**src/rtl/regbank_pkg.sv**
```systemverilog
// Shared definitions for the 32x32 register bank and its client-side port controllers.
package regbank_pkg;

  parameter int ADDR_W_DEF = 5;
  parameter int DATA_W_DEF = 32;

  // Port controller sequencing: zero-fill the bank, then serve requests.
  typedef enum logic {
    INIT = 1'b0,
    RUN  = 1'b1
  } regbankState_t;

  // Request as seen by a port controller: optional write plus two reads.
  typedef struct packed {
    logic                  write;
    logic [ADDR_W_DEF-1:0] wrAddr;
    logic [DATA_W_DEF-1:0] wrData;
    logic [ADDR_W_DEF-1:0] rdAddrA;
    logic [ADDR_W_DEF-1:0] rdAddrB;
  } regbankReq_t;

  // Response returned for every accepted request.
  typedef struct packed {
    logic [DATA_W_DEF-1:0] dataA;
    logic [DATA_W_DEF-1:0] dataB;
  } regbankRsp_t;

endpackage

```
**src/rtl/regbank_port_ctrl.sv**
```systemverilog
// Client-side controller for the two-read/one-write register bank: zero-fills
// the bank after reset, then turns a valid/ready request stream into bank
// accesses and returns read results on a registered valid/ready response.
module regbank_port_ctrl
  import regbank_pkg::*;
#(
  parameter int ADDR_W = ADDR_W_DEF,
  parameter int DATA_W = DATA_W_DEF,
  parameter int DEPTH  = 2 ** ADDR_W
) (
  input  logic              clk,
  input  logic              rst_n,
  input  logic              reqValid,
  output logic              reqReady,
  input  logic              reqWrite,
  input  logic [ADDR_W-1:0] reqWrAddr,
  input  logic [DATA_W-1:0] reqWrData,
  input  logic [ADDR_W-1:0] reqRdAddrA,
  input  logic [ADDR_W-1:0] reqRdAddrB,
  output logic              rspValid,
  input  logic              rspReady,
  output logic [DATA_W-1:0] rspDataA,
  output logic [DATA_W-1:0] rspDataB,
  output logic              initDone,
  output logic              write,
  output logic [ADDR_W-1:0] wrAddr,
  output logic [DATA_W-1:0] wrData,
  output logic [ADDR_W-1:0] rdAddrA,
  input  logic [DATA_W-1:0] rdDataA,
  output logic [ADDR_W-1:0] rdAddrB,
  input  logic [DATA_W-1:0] rdDataB
);

  localparam logic [ADDR_W-1:0] LAST_ENTRY = ADDR_W'(DEPTH - 1);

  regbankState_t     state;
  regbankState_t     stateNext;
  logic [ADDR_W-1:0] initCnt;
  logic              accept;
  logic [DATA_W-1:0] capDataA;
  logic [DATA_W-1:0] capDataB;

  // Write-first bypass: a read of the address being written this request sees the new data.
  assign capDataA = (reqWrite && (reqWrAddr == reqRdAddrA)) ? reqWrData : rdDataA;
  assign capDataB = (reqWrite && (reqWrAddr == reqRdAddrB)) ? reqWrData : rdDataB;

  assign accept = (state == RUN) && reqValid && reqReady;

  // State register.
  always_ff @(posedge clk or negedge rst_n) begin
    if (!rst_n) begin
      state <= INIT;
    end else begin
      state <= stateNext;
    end
  end

  // Init sequencer: walk every entry once, then latch initDone until the next reset.
  always_ff @(posedge clk or negedge rst_n) begin
    if (!rst_n) begin
      initCnt  <= '0;
      initDone <= 1'b0;
    end else if (state == INIT) begin
      initCnt <= initCnt + 1'b1;
      if (initCnt == LAST_ENTRY) begin
        initDone <= 1'b1;
      end
    end
  end

  // Next state and bank/request-side outputs; write is held low throughout reset.
  always_comb begin
    stateNext = state;
    reqReady  = 1'b0;
    write     = 1'b0;
    wrAddr    = reqWrAddr;
    wrData    = reqWrData;
    rdAddrA   = reqRdAddrA;
    rdAddrB   = reqRdAddrB;
    unique case (state)
      INIT: begin
        write   = rst_n;
        wrAddr  = initCnt;
        wrData  = '0;
        rdAddrA = '0;
        rdAddrB = '0;
        if (initCnt == LAST_ENTRY) begin
          stateNext = RUN;
        end
      end
      RUN: begin
        reqReady = !rspValid || rspReady;
        write    = rst_n && reqValid && reqReady && reqWrite;
      end
      default: begin
        stateNext = INIT;
      end
    endcase
  end

  // Single-entry response register: load on accept, hold under backpressure, clear when consumed.
  always_ff @(posedge clk or negedge rst_n) begin
    if (!rst_n) begin
      rspValid <= 1'b0;
      rspDataA <= '0;
      rspDataB <= '0;
    end else if (accept) begin
      rspValid <= 1'b1;
      rspDataA <= capDataA;
      rspDataB <= capDataB;
    end else if (rspReady) begin
      rspValid <= 1'b0;
    end
  end

endmodule

```
**config.mk**
```make
export PLATFORM = sky130hd
export DESIGN_NAME = regbank_port_ctrl
export DESIGN_NICKNAME = d
export VERILOG_FILES = /design/src/rtl/regbank_pkg.sv /design/src/rtl/regbank_port_ctrl.sv
export SDC_FILE = /design/constraint.sdc
export NUM_CORES = 1
export LEC_CHECK = 0
export CAP_MARGIN = 0
export CORE_ASPECT_RATIO = 0.6
export CORE_MARGIN = 4
export CORE_UTILIZATION = 39
export CTS_BUF_LIST = sky130_fd_sc_hd__clkbuf_16
export CTS_CLUSTER_SIZE = 8
export DETAILED_ROUTE_END_ITERATION = 10
export GPL_ROUTABILITY_DRIVEN = 0
export HOLD_SLACK_MARGIN = 0.1
export PLACE_DENSITY = 0.81
export REMOVE_ABC_BUFFERS = 1
export SYNTH_ARGS = -nofsm -noshare
export SYNTH_HDL_FRONTEND = slang
export SYNTH_SLANG_ARGS = --single-unit
export TNS_END_PERCENT = 1
```
**constraint.sdc**
```tcl
create_clock -name clk -period 2.5 [get_ports clk]
set_clock_uncertainty 0.15 [all_clocks]
set_input_delay 0.75 -clock clk [delete_from_list [all_inputs] [get_ports clk]]
set_output_delay 0.75 -clock clk [all_outputs]
set_load 0.01 [all_outputs]
```
==> results of run 1 <==
==> synth_stat cells <==
cell type and instances:
sky130_fd_sc_hd__a21oi_1 113, sky130_fd_sc_hd__buf_4 3, sky130_fd_sc_hd__nor2_1 119, sky130_fd_sc_hd__and2_1 43, sky130_fd_sc_hd__clkbuf_2 1, sky130_fd_sc_hd__inv_1 1, sky130_fd_sc_hd__o21ai_1 10, sky130_fd_sc_hd__o21ai_0 54
sky130_fd_sc_hd__nand2b_1 1, sky130_fd_sc_hd__clkbuf_1 25, sky130_fd_sc_hd__dfrtp_1 72, sky130_fd_sc_hd__buf_2 18, sky130_fd_sc_hd__xnor2_1 13, sky130_fd_sc_hd__and3_1 2, sky130_fd_sc_hd__ha_1 2, sky130_fd_sc_hd__mux2_2 7
sky130_fd_sc_hd__nand4_2 1, sky130_fd_sc_hd__buf_1 1, sky130_fd_sc_hd__or2_2 1, sky130_fd_sc_hd__a21o_1 1, sky130_fd_sc_hd__nand4_1 5, sky130_fd_sc_hd__buf_6 1, sky130_fd_sc_hd__and4_1 2, sky130_fd_sc_hd__xor2_1 2
sky130_fd_sc_hd__nand3_1 1, sky130_fd_sc_hd__nand2_1 34, sky130_fd_sc_hd__a21boi_0 1, sky130_fd_sc_hd__a31oi_1 6, sky130_fd_sc_hd__a41oi_1 3, sky130_fd_sc_hd__or3_1 3
==> final timing paths <==
kind / from / endpoint / slack (ps) / cells after the start
max: reqWrAddr[4] / wrAddr[4] / 40 / 3
min: initDone / initDone / 310 / 1
max reg2reg: rspValid / rspDataA[1] / 640 / 5
min reg2reg: initDone / initDone / 310 / 1
max in group asynchronous: rst_n / state / 990 / 2
min in group asynchronous: rst_n / rspDataB[26] / 510 / 2
==> state kept, by name (all words and copies together), names as in the netlist <==
| register | count |
|---|---|
| initCnt | 5 |
| initDone | 1 |
| rspDataA | 32 |
| rspDataB | 32 |
| rspValid | 1 |
| state | 1 |
==> placed cells by master (no fill, tap or decap), drive strengths merged, types with 3 or more instances in the layout <==
master and count:
nand2 34, nand4 6, clkdlybuf4s15 13, o21ai 64
buf 85, or3 3, and2 43, dlymetal6s2s 8
dfrtp 72, xnor2 13, clkbuf 30, clkdlybuf4s50 161
a31oi 6, mux2 7, dlygate4sd2 12, a21oi 113
a41oi 3, nor2 119
==> area by class of cell <==
type | count | area, µm²
Fill cell | 789 | 2920
Timing Repair Buffer | 300 | 2760
Multi-Input combinational cell | 424 | 2190
Sequential cell | 72 | 1800
Clock buffer | 9 | 225
Tap cell | 135 | 169
Clock inverter | 7 | 87.6
Inverter | 1 | 3.75
==> power groups by stage <==
stage                     Sequential (µW)  Clock [µW]  Combinational, µW
after floorplan                      1490           0                382
after global placement               1420           0               1290
after detailed placement             1430           0               1320
after CTS                            1410        1380               1300
after global routing                 1430        1430               1380
final                                1420        1350               1280
==> metal layers <==
layer | GRT usage, % | part of all wire (%)
met1 | 33.7 | 39
met2 | 46.2 | 46
met3 | 9.23 | 12
met4 | 9.76 | 2.4
met5 | 0 | 0.075
==> metrics by stage <==
step	TNS [ps]	utilization [%]	power, µW	setup slack [ps]	cells
floorplan	-25950	-	1870	-1180	497
global placement	-21200	69.4	2720	-675	932
detailed placement	-22860	69.4	2750	-653	932
CTS	-310	72.2	4090	-212	948
global route	-37.5	71.2	4250	-37.5	948
finish	0	71.2	4050	37.2	948
==> kinds of logic (layout without fill, tap and decap cells) <==
| family | Yosys count | in the layout | share of synthesized area [%] |
|---|---|---|---|
| muxes | 7 | 7 | 1.88 |
| AOI/OAI and AO/OA | 188 | 188 | 23.0 |
| buffers and inverters | 50 | 317 | 5.50 |
| DFF | 72 | 72 | 43.0 |
| adders and majority gates | 2 | 2 | 0.598 |
| xor gates and xnor gates | 15 | 15 | 3.14 |
| and+or+nand+nor | 212 | 212 | 22.8 |
==> repair_timing <==
| action | CTS | global route |
|---|---|---|
| pin swaps | 0 | 1 |
| gates cloned | 0 | 0 |
| gates resized for setup | 144 | 41 |
| endpoints found under the setup margin | 49 | 37 |
==> reports/qor.txt, run 1 <==
STATUS
--------------------------------------------------------------------------------------
Run status                                                                finished clean

LOGIC SYNTHESIS
--------------------------------------------------------------------------------------
Warnings from Yosys                                                                  0
Avg Synthesized Cell Area                                                     7.67 µm²
FF+latch count, synth                                                               72
Yosys top cell by area                                                    sky130_fd_sc_hd__dfrtp_1
Synthesized area                                                           0.00419 mm²
Library cells used by synthesis                                                     30
Synthesized instance count                                                         546
Portion of the post-synthesis area used by sequential elements                   43.0%
Fraction of synthesized cell area taken by the top area cell type                43.0%
Leading post-synthesis cells by cell area                                 sky130_fd_sc_hd__dfrtp_1 43%, sky130_fd_sc_hd__a21oi_1 14%, sky130_fd_sc_hd__nor2_1 11%, sky130_fd_sc_hd__o21ai_0 6.5%, sky130_fd_sc_hd__and2_1 6.4%

CLOCK NETWORK
--------------------------------------------------------------------------------------
Clock slew at the register clock pins of the worst setup and hold paths          50 ps
Root buffer cell                                                          sky130_fd_sc_hd__clkbuf_16
H-tree levels                                                                        3
Number of buffers inserted during clock tree synthesis                               9
Cts-stage hold buffer count                                                          0
CTS tree                                                                          done
Number of buffers between clock root and the deepest sink                            2
Total setup buffers inserted after CTS                                               0
Clock insertion delay at the later pin of the skew report                       330 ps
CTS Sinks                                                                           72

LAYOUT
--------------------------------------------------------------------------------------
Ant diodes                                                                           0
Final net count                                                                    926
Total non-filler cell area in the finished layout                          0.00724 mm²
Layout cell share with drive strength beyond 1                                   18.2%
Area added between synthesis and finish                                          72.9%

ROUTE
--------------------------------------------------------------------------------------
Number of vias per cell after detailed routing                                    5.45
1st-pass router iterations                                                           4
Vias after detailed routing                                                       5164
Aggregate routed wire length                                                  17300 µm
DRC Markers                                                                          0
Violation count after the first detailed-routing iteration                         326
WL per Instance                                                                18.2 µm
Post-route ant nets                                                                  0

DIE
--------------------------------------------------------------------------------------
DIE HEIGHT                                                                     88.2 µm
Floorplan row count                                                                 28
Io pins                                                                            231
Initial core utilization                                                         41.2%
Die boundary width                                                              142 µm
Die area                                                                    0.0125 mm²
Area inside the core boundary                                               0.0102 mm²

GRT
--------------------------------------------------------------------------------------
Antenna violations before repair                                                     1
Total routing usage reported by global routing                                   27.5%
Overflow left after global routing                                                   0
First-pass GRT wire length                                                    27100 µm
Pin count of the biggest net entering global routing                                73
Via count of the first global-routing pass                                        5333

PWR
--------------------------------------------------------------------------------------
Net Sw Power                                                                   1180 µW
Clock power frac                                                                 33.3%
Part of the power in registers                                                   34.9%
Leakage power summed over all cells                                         0.00316 µW
PD cells                                                                    560 mW/mm²
Worst voltage drop across the vdd grid                                        0.350 mV
Internal power consumption                                                     2870 µW
Switching fraction of total power                                                29.2%
Share of total power in combinational logic                                      31.7%

CRITICAL PATH
--------------------------------------------------------------------------------------
Startpoint-to-endpoint class of the critical path                         input pin to output pin
Nature of the critical path startpoint                                       input pin
Cell family with most CP delay                                            buffers and inverters
Largest fanout of any net on the critical path                                       2
CP Data Arrival Time                                                           1560 ps
Number of buffers and inverters on the critical path                                 2
Kind of end point of the critical path                                      output pin
Largest stage delay on the critical path                                        420 ps
Worst path slowest cell                                                   sky130_fd_sc_hd__clkdlybuf4s50_1
Series of cell instances along the critical path                          clkdlybuf4s50_1, mux2_2, buf_2
Data required, critical path                                                   1600 ps

STA
--------------------------------------------------------------------------------------
Final Hold Violating Endpoints                                                       0
Actual transition at the worst max-transition pin                               938 ps
Final-report setup violation count                                                   0
Final min period                                                               2460 ps
Final Slew Violations                                                                0
Maximum clock frequency                                                      0.406 GHz
Rel. slew slack                                                                  37.4%
Share of the clock period used by the worst path                                 98.5%
Unrepaired setup endpoints after global routing                                   true
Minimum hold slack                                                              307 ps

PLACED DESIGN
--------------------------------------------------------------------------------------
Placed cell area                                                           0.00705 mm²
Placed wire-length estimate                                                   12500 µm
Input/output buffers                                                               230

JOB
--------------------------------------------------------------------------------------
Max-capacitance violation count                                                      0

WORST HOLD PATH
--------------------------------------------------------------------------------------
Path category of the worst min-delay check                                flop to flop

Note: power is estimated with default switching activity, not from simulation.
==> run 2: changes to the inputs <==
--- a/config.mk
+++ b/config.mk
@@ -7,7 +7,7 @@
 export LEC_CHECK = 0
 export CAP_MARGIN = 0
 export CORE_ASPECT_RATIO = 0.6
-export CORE_MARGIN = 4
+export CORE_MARGIN = 2
 export CORE_UTILIZATION = 39
 export CTS_BUF_LIST = sky130_fd_sc_hd__clkbuf_16
 export CTS_CLUSTER_SIZE = 8
@@ -16,6 +16,7 @@
 export HOLD_SLACK_MARGIN = 0.1
 export PLACE_DENSITY = 0.81
 export REMOVE_ABC_BUFFERS = 1
+export SLEW_MARGIN = 0
 export SYNTH_ARGS = -nofsm -noshare
 export SYNTH_HDL_FRONTEND = slang
 export SYNTH_SLANG_ARGS = --single-unit
==> run 2 against run 1 <==
  * The run now ends with setup timing left
  * Largest cell class unchanged
  * Final cell count is 2.8% higher
  * Sequential share of layout area is 0.85 points lower
  * Non-clock buffer count is 23 higher
  * Critical endpoint unchanged
  * Critical path type unchanged
  * Worst setup slack worse by 39 ps
  * Combinational power is 5% higher
  * Utilization hardly changed
  * Maximum frequency is 1.5% lower
  * Clock-buffer cell count stayed put
  * Wire length is 0.24% lower
==> reports/qor.txt, run 2 (same netlist as run 1, synthesis figures left out) <==
STATUS
--------------------------------------------------------------------------------------
Run status                                                                complete, but fails checks
Violated checks                                                           setup timing

PWR
--------------------------------------------------------------------------------------
Switching fraction of total power                                                29.2%
Net Sw Power                                                                   1200 µW
Share of total power in combinational logic                                      32.8%
Leakage power summed over all cells                                         0.00331 µW
Internal power consumption                                                     2920 µW
Worst voltage drop across the vdd grid                                        0.429 mV
PD cells                                                                    550 mW/mm²
Clock power frac                                                                 33.0%
Part of the power in registers                                                   34.3%

DIE
--------------------------------------------------------------------------------------
Area inside the core boundary                                               0.0105 mm²
Die area                                                                    0.0116 mm²
Floorplan row count                                                                 29
DIE HEIGHT                                                                     84.2 µm
Initial core utilization                                                         39.8%
Io pins                                                                            231
Die boundary width                                                              138 µm

GRT
--------------------------------------------------------------------------------------
Routing usage on met2                                                            47.6%
Overflow left after global routing                                                   0
Met3 Resource Use GR                                                             5.68%
Total routing usage reported by global routing                                   29.6%
Pin count of the biggest net entering global routing                                73
Antenna violations before repair                                                     0
Met1 global-route usage                                                          39.7%
First-pass GRT wire length                                                    26500 µm
Via count of the first global-routing pass                                        5112
Most crowded layer after global routing                                           met2

CRITICAL PATH
--------------------------------------------------------------------------------------
Series of cell instances along the critical path                          clkdlybuf4s50_1, mux2_2, buf_6
Nature of the critical path startpoint                                       input pin
FF-to-FF path depth                                                                  5
Critical register-to-register path endpoint                               rspDataA[18]
Number of buffers and inverters on the critical path                                 2
Data required, critical path                                                   1600 ps
Kind of end point of the critical path                                      output pin
Path length in cells of the critical path                                            3
Cell family with most CP delay                                            buffers and inverters
Register-to-register setup slack                                                720 ps
Startpoint-to-endpoint class of the critical path                         input pin to output pin
Worst flop-to-flop path startpoint                                            rspValid
Worst path slowest cell                                                   sky130_fd_sc_hd__clkdlybuf4s50_1
Largest fanout of any net on the critical path                                       2
CP Data Arrival Time                                                           1600 ps
Largest stage delay on the critical path                                        430 ps

CLOCK NETWORK
--------------------------------------------------------------------------------------
Number of buffers inserted during clock tree synthesis                               9
Number of buffers between clock root and the deepest sink                            2
CTS tree                                                                          done
Clock slew at the register clock pins of the worst setup and hold paths          60 ps
Clock insertion delay at the later pin of the skew report                       330 ps
CTS Sinks                                                                           72
H-tree levels                                                                        3
Total setup buffers inserted after CTS                                               0
Root buffer cell                                                          sky130_fd_sc_hd__clkbuf_16

PLACED DESIGN
--------------------------------------------------------------------------------------
Placed wire-length estimate                                                   12700 µm
Post-Place Cells                                                                   959
Placed cell area                                                           0.00726 mm²
Input/output buffers                                                               230

STA
--------------------------------------------------------------------------------------
Final Hold Violating Endpoints                                                       0
Final-report setup violation count                                                   1
Maximum clock frequency                                                      0.400 GHz
Actual transition at the worst max-transition pin                               952 ps
Share of the clock period used by the worst path                                  100%
Final Slew Violations                                                                0
Final min period                                                               2500 ps
Rel. slew slack                                                                  36.5%
Minimum hold slack                                                              309 ps
Fin worst setup slack                                                         -1.54 ps

ROUTE
--------------------------------------------------------------------------------------
1st-pass router iterations                                                           5
WL per Instance                                                                17.7 µm
Post-route ant nets                                                                  0
DRC Markers                                                                          0
Vias after detailed routing                                                       5139
Aggregate routed wire length                                                  17200 µm
Number of vias per cell after detailed routing                                    5.27
Violation count after the first detailed-routing iteration                         366

LAYOUT
--------------------------------------------------------------------------------------
Layout cell share with drive strength beyond 1                                   21.5%
Regs by FF count                                                          rspDataA (32), rspDataB (32), initCnt (5)
Final net count                                                                    949
Most used cells in the layout excluding fill and tap cells                161 x sky130_fd_sc_hd__clkdlybuf4s50_1, 119 x sky130_fd_sc_hd__nor2_1, 113 x sky130_fd_sc_hd__a21oi_1, 84 x sky130_fd_sc_hd__buf_4, 71 x sky130_fd_sc_hd__dfrtp_1
Area added between synthesis and finish                                          79.0%
Most common cell after layout, fill and taps aside                        sky130_fd_sc_hd__clkdlybuf4s50_1
Final cell count without fillers                                                   975
Post-layout utilization of the core                                              71.2%
Ant diodes                                                                           0
Total non-filler cell area in the finished layout                          0.00749 mm²

WORST HOLD PATH
--------------------------------------------------------------------------------------
Path category of the worst min-delay check                                flop to flop
Hold Path Depth                                                                      1
Hold EP                                                                       initDone
Startpoint of the worst hold path                                             initDone

JOB
--------------------------------------------------------------------------------------
Max-capacitance violation count                                                      0

## run 2: cell count changes in the layout (fill, tap and decap cells not counted), sizes merged, moves of 2 or more
cell | previous run | this run
clkbuf | 30 | 28
clkinv | 2 | 4
buf | 85 | 111
dlygate4sd2 | 12 | 8
clkdlybuf4s15 | 13 | 15
## run 2: power by group through the flow
stage	Sequential [µW]	Combinational (µW)	Clock (µW)
2_1_floorplan	1490	382	0
3_3_place_gp	1420	1340	0
3_5_place_dp	1430	1370	0
4_1_cts	1410	1360	1380
5_1_grt	1430	1450	1430
6_report	1410	1350	1360
## run 2: layout make-up
cell class                 instances  area, µm²
clock buffer                       9        225
clock inverter                     7       86.3
fill                             824       3030
inverter                           1       3.75
multi-input combinational        424       2220
sequential                        72       1800
tap                              139        174
timing repair buffer             323       2980
## run 2: worst max-delay path by stage
stage / start / end
CTS: rspReady / write
detailed placement: rspReady / write
floorplan: state / write
global route: reqWrAddr[4] / wrAddr[4]
finish: reqWrAddr[4] / wrAddr[4]
global placement: rspReady / write
## run 2: what timing repair did
item,CTS,global route
gates resized for setup,155,47
hold buffers,0,0
endpoints found under the setup margin,49,39
pin swaps,1,2
## run 2: worst reg2reg max path, stage by stage (launching register included)
cell	delay, ps
sky130_fd_sc_hd__dfrtp_1	410
sky130_fd_sc_hd__nand2b_4	90
sky130_fd_sc_hd__and3_4	180
sky130_fd_sc_hd__buf_4	590
sky130_fd_sc_hd__nor2_1	120
sky130_fd_sc_hd__a31oi_1	160
## run 2: metrics by stage
step,setup WS [ps],setup TNS (ps),total power (µW)
floorplan,-1180,-25950,1870
global placement,-792,-18190,2760
detailed placement,-855,-23660,2800
CTS,-68.4,-73.0,4150
global route,-7.34,-7.34,4310
finish,-1.54,-1.54,4120
## run 2: layer usage
layer / share of wire [%] / wire length, µm
met1: 43 / 7380
met2: 47 / 8060
met3: 8.1 / 1400
met4: 2.2 / 377
met5: 0 / 0
==> run 3: changes to the inputs <==
--- a/config.mk
+++ b/config.mk
@@ -13,6 +13,7 @@
 export CTS_CLUSTER_SIZE = 8
 export DETAILED_ROUTE_END_ITERATION = 10
 export GPL_ROUTABILITY_DRIVEN = 0
+export GPL_TIMING_DRIVEN = 0
 export HOLD_SLACK_MARGIN = 0.1
 export PLACE_DENSITY = 0.81
 export REMOVE_ABC_BUFFERS = 1
==> run 3 against run 2 <==
  * The run still ends with setup timing left
  * Utilization down 4.7 points
  * Wire length up 7.5%
  * Final cell count down 7.4%
  * Power down 6.8%
  * Worst setup slack worse by 52 ps
  * Global-route usage up 1.1 points
  * Largest cell class unchanged
==> reports/qor.txt, run 3 (same netlist as run 1, synthesis figures left out) <==
STATUS
--------------------------------------------------------------------------------------
Violated checks                                                           setup timing
Run status                                                                complete, but fails checks

STA
--------------------------------------------------------------------------------------
Final TNS setup                                                               -77.2 ps
Final Hold Violating Endpoints                                                       0
Actual transition at the worst max-transition pin                               978 ps
Minimum hold slack                                                              227 ps
Share of the clock period used by the worst path                                  102%
Maximum clock frequency                                                      0.392 GHz
Rel. slew slack                                                                  34.7%
Final Slew Violations                                                                0
Unrepaired setup endpoints after global routing                                   true
Final-report setup violation count                                                   3
Fin worst setup slack                                                         -53.5 ps
Final min period                                                               2550 ps

WORST HOLD PATH
--------------------------------------------------------------------------------------
Path category of the worst min-delay check                                input pin to async pin

CLOCK NETWORK
--------------------------------------------------------------------------------------
CTS tree                                                                          done
Number of buffers inserted during clock tree synthesis                               9
Root buffer cell                                                          sky130_fd_sc_hd__clkbuf_16
Number of buffers between clock root and the deepest sink                            2
Clock slew at the register clock pins of the worst setup and hold paths          60 ps
Clock insertion delay at the later pin of the skew report                       330 ps
H-tree levels                                                                        3
CTS Sinks                                                                           72

DIE
--------------------------------------------------------------------------------------
Die area                                                                    0.0116 mm²
Die boundary width                                                              138 µm
DIE HEIGHT                                                                     84.2 µm
Area inside the core boundary                                               0.0105 mm²
Io pins                                                                            231
Initial core utilization                                                         39.8%
Floorplan row count                                                                 29

GRT
--------------------------------------------------------------------------------------
Overflow left after global routing                                                   0
Via count of the first global-routing pass                                        4834
First-pass GRT wire length                                                    27000 µm
Pin count of the biggest net entering global routing                                63
Antenna violations before repair                                                     0
Total routing usage reported by global routing                                   30.7%

CRITICAL PATH
--------------------------------------------------------------------------------------
Critical register-to-register path endpoint                               rspDataA[26]
Kind of end point of the critical path                                      output pin
Startpoint-to-endpoint class of the critical path                         input pin to output pin
Largest fanout of any net on the critical path                                       3
FF-to-FF path depth                                                                  6
Worst flop-to-flop path startpoint                                               state
Nature of the critical path startpoint                                       input pin
Register-to-register setup slack                                                240 ps
CP Data Arrival Time                                                           1650 ps
Data required, critical path                                                   1600 ps

PWR
--------------------------------------------------------------------------------------
Leakage power summed over all cells                                         0.00297 µW
Worst voltage drop across the vdd grid                                        0.317 mV
Power, Total                                                                   3840 µW
PD cells                                                                    549 mW/mm²

PLACED DESIGN
--------------------------------------------------------------------------------------
Input/output buffers                                                               230
Placed wire-length estimate                                                   11400 µm
Post-Place Cells                                                                   872

LAYOUT
--------------------------------------------------------------------------------------
Final cell count without fillers                                                   903
Layout cell share with drive strength beyond 1                                   13.6%
Area added between synthesis and finish                                          67.2%
Regs by FF count                                                          rspDataA (32), rspDataB (32), initCnt (5)
Most common cell after layout, fill and taps aside                        sky130_fd_sc_hd__clkdlybuf4s50_1
Most used cells in the layout excluding fill and tap cells                157 x sky130_fd_sc_hd__clkdlybuf4s50_1, 119 x sky130_fd_sc_hd__nor2_1, 113 x sky130_fd_sc_hd__a21oi_1, 71 x sky130_fd_sc_hd__dfrtp_1, 54 x sky130_fd_sc_hd__o21ai_0
Final net count                                                                    878
Ant diodes                                                                           0

ROUTE
--------------------------------------------------------------------------------------
Aggregate routed wire length                                                  18500 µm
Post-route ant nets                                                                  0
DRC Markers                                                                          0
1st-pass router iterations                                                           5
Metal2 WL                                                                      8360 µm
Vias after detailed routing                                                       5048
DR top layer                                                                      met4
Violation count after the first detailed-routing iteration                         461
WL per Instance                                                                20.5 µm
Number of vias per cell after detailed routing                                    5.59
Total met3 wirelength after detailed routing                                   1980 µm
Detailed-routing wirelength on met1                                            7850 µm

JOB
--------------------------------------------------------------------------------------
Max-capacitance violation count                                                      0

-- run 3: worst max-delay path by stage --
stage,from,endpoint,slack (ps),depth (start not counted)
after floorplan,state,write,-1180,3
after global placement,rst_n,write,-2980,3
after detailed placement,reqWrite,rspDataA[26],-1850,4
final,reqWrAddr[3],wrAddr[3],-50,3
after CTS,reqWrAddr[1],wrAddr[1],-260,3
after global routing,reqWrAddr[3],wrAddr[3],-80,3
-- run 3: repair_timing --
| action | 4_1_cts | 5_1_grt |
|---|---|---|
| endpoints found under the hold margin | 11 | 0 |
| pin swaps | 5 | 3 |
| gates resized for setup | 159 | 44 |
| hold buffers | 1 | 0 |
| cloned | 3 | 1 |
| setup endpoints to repair | 113 | 81 |
| setup buffers | 7 | 4 |
-- run 3: cell type report --
cell class | instances | area, µm²
flip-flops and latches | 72 | 1810
clock inverters | 6 | 28.8
well taps | 139 | 174
inverters | 1 | 3.75
repair buffers | 250 | 2460
clock buffers | 9 | 225
multi-input cells | 426 | 2300
fillers | 855 | 3520
-- run 3: layer usage --
metal,track usage (%),up-vias
li1,-,2274
met1,43.3,2435
met2,48.3,308
met3,6.22,31
met4,8.16,0
met5,0,-
-- run 3: power by group --
part           internal, µW  switching, µW  total (µW)  leakage [µW]
combinational           662            637        1300       0.00202
sequential             1320           90.1        1410      0.000806
clock                   653            479        1130      0.000136
total                  2630           1210        3840       0.00297
-- run 3: critical path, stage by stage --
cell and delay (ps):
sky130_fd_sc_hd__dlygate4sd2_1 330, sky130_fd_sc_hd__mux2_2 290, sky130_fd_sc_hd__dlygate4sd2_1 280
-- run 3: through the flow --
| stage | worst slack (ps) | util, % | instance area [µm²] |
|---|---|---|---|
| floorplan | -1180 | - | 3960 |
| global placement | -2980 | 61.2 | 6430 |
| detailed placement | -1850 | 62.5 | 6580 |
| CTS | -261 | 66.6 | 7010 |
| global route | -77.9 | 66.5 | 7000 |
| finish | -53.5 | 66.5 | 7000 |
